<file path="src/rtl/movavg_pkg.sv">
// Shared types and elaboration helpers for the sequential moving-average engine.
package movavg_pkg;

    typedef enum logic [1:0] {ST_IDLE, ST_ACC, ST_OUT} state_t;

    function automatic int log2ceil(input int n);
        int r;
        r = 0;
        while ((1 << r) < n) r++;
        return r;
    endfunction

    // Accumulator width: TAPS samples of WIDTH bits never overflow it.
    function automatic int acc_width(input int width, input int taps);
        return width + log2ceil(taps);
    endfunction

    // Index width for a history of 'depth' entries, at least one bit.
    function automatic int idx_width(input int depth);
        return (depth > 1) ? log2ceil(depth) : 1;
    endfunction

endpackage

</file>
<file path="src/rtl/movavg_taps.sv">
// History shift register: tap[0] newest, synchronous zeroing, one indexed read port.
module movavg_taps
    import movavg_pkg::*;
#(
    parameter int WIDTH = 64,
    parameter int DEPTH = 3,
    parameter int IDXW  = idx_width(DEPTH)
) (
    input  logic             clk,
    input  logic             i_zero,
    input  logic             i_shift,
    input  logic [WIDTH-1:0] i_din,
    input  logic [IDXW-1:0]  i_idx,
    output logic [WIDTH-1:0] o_rd
);

    logic [DEPTH-1:0][WIDTH-1:0] r_tap;

    always_ff @(posedge clk) begin
        if (i_zero) begin
            r_tap <= '0;
        end else if (i_shift) begin
            r_tap[0] <= i_din;
            for (int k = 1; k < DEPTH; k++) r_tap[k] <= r_tap[k-1];
        end
    end

    always_comb begin
        o_rd = '0;
        for (int k = 0; k < DEPTH; k++)
            if (i_idx == IDXW'(k)) o_rd = r_tap[k];
    end

endmodule

</file>
<file path="src/rtl/movavg_seq.sv">
// Moving sum/mean over TAPS samples using one adder: IDLE captures, ACC walks the
// history one tap per cycle, OUT holds the result until the consumer takes it.
module movavg_seq
    import movavg_pkg::*;
#(
    parameter int WIDTH  = 64,
    parameter int TAPS   = 4,
    parameter int DIVIDE = 0
) (
    input  logic             clk,
    input  logic             reset,
    input  logic             clr,
    input  logic [WIDTH-1:0] din,
    input  logic             din_valid,
    output logic             din_ready,
    output logic [WIDTH-1:0] dout,
    output logic             dout_valid,
    input  logic             dout_ready
);

    localparam int LOG2T = log2ceil(TAPS);
    localparam int ACCW  = acc_width(WIDTH, TAPS);
    localparam int DEPTH = TAPS - 1;
    localparam int IDXW  = idx_width(DEPTH);

    if (WIDTH < 2 || TAPS < 2) begin : g_bad_size
        $error("movavg_seq: WIDTH and TAPS must both be >= 2");
    end
    if (DIVIDE == 1 && (TAPS & (TAPS - 1)) != 0) begin : g_bad_taps
        $error("movavg_seq: DIVIDE=1 needs TAPS to be a power of two");
    end

    state_t           r_state, w_next;
    logic             r_live;
    logic [WIDTH-1:0] r_smp;
    logic [ACCW-1:0]  r_acc;
    logic [IDXW-1:0]  r_idx;
    logic [WIDTH-1:0] w_rd, w_res;
    logic             w_idle, w_take, w_shift, w_zero;

    // r_live keeps din_ready low for the whole reset and the edge that releases it.
    assign w_idle     = (r_state == ST_IDLE);
    assign din_ready  = w_idle && r_live && !clr;
    assign w_take     = din_ready && din_valid;
    assign dout_valid = (r_state == ST_OUT);
    assign w_shift    = dout_valid && dout_ready;
    assign w_zero     = !reset || (w_idle && clr);

    movavg_taps #(.WIDTH(WIDTH), .DEPTH(DEPTH), .IDXW(IDXW)) u_taps (
        .clk     (clk),
        .i_zero  (w_zero),
        .i_shift (w_shift),
        .i_din   (r_smp),
        .i_idx   (r_idx),
        .o_rd    (w_rd)
    );

    always_comb begin
        w_next = r_state;
        case (r_state)
            ST_IDLE: if (w_take) w_next = ST_ACC;
            ST_ACC:  if (r_idx == IDXW'(TAPS - 2)) w_next = ST_OUT;
            ST_OUT:  if (dout_ready) w_next = ST_IDLE;
            default: w_next = ST_IDLE;
        endcase
    end

    always_ff @(posedge clk) begin
        if (!reset) begin
            r_state <= ST_IDLE;
            r_live  <= 1'b0;
            r_smp   <= '0;
            r_acc   <= '0;
            r_idx   <= '0;
        end else begin
            r_state <= w_next;
            r_live  <= 1'b1;
            if (w_take) begin
                r_smp <= din;
                r_acc <= ACCW'(din);
                r_idx <= '0;
            end else if (r_state == ST_ACC) begin
                r_acc <= r_acc + ACCW'(w_rd);
                r_idx <= r_idx + IDXW'(1);
            end
        end
    end

    always_comb begin
        if (DIVIDE == 1) w_res = WIDTH'(r_acc >> LOG2T);
        else             w_res = r_acc[WIDTH-1:0];
        dout = dout_valid ? w_res : '0;
    end

endmodule

</file>
<file path="config.mk">
export PLATFORM = sky130hd
export DESIGN_NAME = movavg_seq
export DESIGN_NICKNAME = d
export VERILOG_FILES = /design/src/rtl/movavg_pkg.sv /design/src/rtl/movavg_taps.sv /design/src/rtl/movavg_seq.sv
export SDC_FILE = /design/constraint.sdc
export NUM_CORES = 1
export LEC_CHECK = 0
export CORE_MARGIN = 2
export CORE_UTILIZATION = 43
export DETAILED_ROUTE_END_ITERATION = 8
export SYNTH_ARGS = -nofsm -noshare
export SYNTH_HDL_FRONTEND = slang
export SYNTH_SLANG_ARGS = --single-unit
</file>
<file path="constraint.sdc">
create_clock -name clk -period 5.8 [get_ports clk]
set_clock_uncertainty 0.15 [all_clocks]
set_input_delay 0.87 -clock clk [delete_from_list [all_inputs] [get_ports clk]]
set_output_delay 0.87 -clock clk [all_outputs]
set_load 0.1 [all_outputs]
</file>
==> summary.txt <==
Status
  • Status: completed

Routing
  • Vias: approximately 16000
  • Initial DRC count: 1157
  • TritonRoute pass-1 iters: 5
  • DRC violations left: 0
  • Via density per instance: 5.42
  • Routed Antenna Nets: 0
  • Total wire length: 48600 um
  • WL/cell: between 15 and 20 um

Die
  • Site row count: between 70 and 80
  • Core area: around 0.039 sq mm
  • Die width: between 200 and 250 um
  • Die area: ~0.041 sq mm
  • Chip height: about 200 um
  • Number of placed I/O pins: between 100 and 150
  • Starting Density: around 44%

Synth
  • Yosys Warn Count: 0
  • Post-synth EDFFs: 0
  • Share of synthesized flip-flops with an asynchronous set or reset: 0%
  • Distinct cells, synth: 61
  • #FFs+latches synth: about 330
  • Synth top area cells: dfxtp_1 (39%), nand2_1 (17%), a21oi_1 (13%)
  • Synth Area per Inst: 7.02 sq um
  • Mapped Area: 0.0169 sq mm
  • Syn Inst Count: between 2000 and 2500
  • Share of the synthesized area in the top cell type: just under 40%
  • Post-synth top flop: dfxtp_1
  • Syn nets: ~2500
  • Sequential area share after synthesis: between 30% and 40%
  • Leading area contributor after synthesis: dfxtp_1

GRT
  • Met1 Resource Use GR: 31.9%
  • First-pass GRT wire length: approximately 80000 um
  • Vias in the first global route: 15200
  • Most used routing layer in global routing: met2
  • Grt ovf: 0
  • Global-route met3 utilization: between 2 and 3%
  • Met2 Usage GRT: between 30% and 40%
  • Antenna violations before repair: 0
  • Pin count of the biggest net entering global routing: approximately 110
  • Total GRT Usage: a little under a quarter

Clock network
  • Reg clk slew, reported paths: ~60 ps
  • CTS Sinks: 325
  • CTS root buffer: clkbuf_16
  • Post-cts resize count: 0
  • H-tree levels: 2
  • Clk Latency, worst-skew pair: roughly 550 ps
  • CTS Buf Count: 38
  • Bufs on Longest Clock Path: 3
  • # Post-CTS Setup Buffers: 0
  • Hold-fix buffer count after cts: 0
  • TritonCTS clock tree: built

Placed design
  • Routability cong.: approximately 0.89
  • IO buf count: between 100 and 150
  • Cells after DPL: around 2900
  • Setup WS pre-CTS: just over 700 ps
  • Final HPWL DP: 32400 um

Finish
  • Final core utilization: 51.0%
  • Finished Layout Cells: 2968
  • P&R area growth vs syn: 16.8%
  • Share of cells above drive strength 1: 4.29%
  • Filler Cells Inserted: 3881
  • Nets@finish: 2567
  • Antenna diode count: 0

STA
  • Slew Limit Fails: 0
  • Tcrit/Tclk final: 88.1%
  • Hold Vio Cnt, Final: 0
  • Post-route setup slack: a little under 700 ps
  • RSZ-0062 raised after global routing: false
  • F_max: slightly below 200 MHz
  • Setup TNS: 0 ps
  • Slew @ Worst Pin: approximately 1100 ps
  • # setup viols final: 0
  • Post-route minimum period: 5110 ps
  • Max_slew headroom: between 20% and 30%

Pwr
  • PD cells: ~260 mW/mm^2
  • VDD IR max: 0.179 mV
  • Pwr Total: 5.06 mW
  • Leakage: ~6.9 nW

Worst setup path
  • Worst r2r path cells: 20
  • Slowest stage delay, CP: between 700 and 800 ps
  • CP max FO: 32
  • Critical path cell sequence: inv_1 > ha_2 > nand2_1 > nor2_1 > a21oi_1 > o21ai_0 > ha_1 > inv_1 > fa_1 > nor2b_1 > o2111ai_2 > a211oi_2 > o21ai_2 > and3_4 > o21bai_2 > a221o_1 > a21oi_4 > o21ai_2 > nand4_1 > and3_1
  • Crit-path slowest cell: ha_2
  • WP buf/inv: 2
  • Worst path top cell family by delay: compound AO/OA/AOI/OAI gates
  • Crit Path Class: reg -> reg
  • Worst setup EP type: flip-flop
  • Reg2reg start: r_idx[0]$_SDFFE_PP0P_
  • Reg-to-reg endpoint: r_acc[58]$_SDFFE_PN0P_
  • Critical Path AT: about 5400 ps
  • R2r setup slk: ~690 ps
  • Crit path launch type: flip-flop
  • WP data required: 6090 ps

Worst hold path
  • Hold Path End: u_taps.r_tap[9]$_SDFFE_PP0P_
  • Hold Startpoint: r_smp[9]$_SDFFE_PN0P_
  • Hold Crit Depth: 2
  • Min-delay worst type: reg -> reg

Run
  • MaxCap Viol Count: 0
kinds of logic after synthesis:
family / count (synthesis) / share of synthesized area (%)
adders and majority gates: 72 / 5.39
and+or+nand+nor: 1046 / 25.5
xor gates and xnor gates: 58 / 3.01
AOI/OAI and AO/OA: 706 / 23.2
DFF: 325 / 38.6
buffers and inverters: 196 / 4.37
power by group:
group / internal (mW) / leakage [nW] / switching (mW) / total (mW)
logic: 0.129 / 3.66 / 0.238 / 0.367
registers: 2.28 / 2.63 / 0.0391 / 2.32
clock network: 1.43 / 0.608 / 0.941 / 2.37
synth_stat cells, drive strengths merged, types with 8 or more instances:
cell type / number
ha: 71
a21oi: 453
buf: 15
o221ai: 19
a21o: 28
o21bai: 12
nand4: 13
clkbuf: 158
nor3: 18
xnor2: 40
and3: 9
nand2: 775
nor4: 8
o21ai: 137
a31oi: 14
dfxtp: 325
and2: 71
inv: 22
nor2: 110
nand3: 20
xor2: 18
tightest hold or removal path: stages (launching register included):
cell and delay (ps):
dfxtp_1 310, nand2_1 50, a21oi_1 50
how the worst max path moves through the flow:
stage	start	end	cells after the start
floorplan	clr	r_acc[63]$_SDFFE_PN0P_	6
global placement	r_idx[0]$_SDFFE_PP0P_	r_acc[57]$_SDFFE_PN0P_	18
detailed placement	r_idx[0]$_SDFFE_PP0P_	r_acc[58]$_SDFFE_PN0P_	20
CTS	r_idx[0]$_SDFFE_PP0P_	r_acc[58]$_SDFFE_PN0P_	20
global route	r_idx[0]$_SDFFE_PP0P_	r_acc[57]$_SDFFE_PN0P_	19
finish	r_idx[0]$_SDFFE_PP0P_	r_acc[58]$_SDFFE_PN0P_	20
sequential cells by signal (all words and copies together), names as in the netlist:
name	count
r_state	2
u_taps.r_tap	192
r_live	1
r_idx	2
r_smp	64
r_acc	64
final cells by class:
type                    count  area, sq um  share of cell area, %
clock inverters             8         97.6                  0.496
flip-flops and latches    325         6510                   33.0
multi-input cells        1882         9690                   49.2
inverters                  23         87.6                  0.445
repair buffers            156         1530                   7.78
well taps                 518          648                   3.29
clock buffers              56         1130                   5.74
cells in the final DEF (no fill, tap or decap), types with 13 or more instances in the layout:
master,count
a21o_1,28
a21oi_1,450
a31oi_1,14
and2_1,69
buf_4,20
clkbuf_16,39
clkdlybuf4s50_1,134
dfxtp_1,325
ha_1,68
inv_1,22
nand2_1,772
nand3_1,20
nand4_1,13
nor2_1,110
nor3_1,18
o21ai_0,130
o221ai_1,19
xnor2_1,40
xor2_1,18
per-stage QoR:
stage | hold WS (ps) | cell area [sq um]
floorplan | 282 | 16900
finish | 298 | 19700
CTS | 300 | 19700
global placement | 289 | 18500
detailed placement | 294 | 18500
global route | 313 | 19700
layer usage:
metal  wire (um)  up-vias
li1            -     8121
met1       22400     7503
met2       22500      367
met3        2340       83
met4        1280        0
met5           0        -
(Power assumes the default switching activity.)
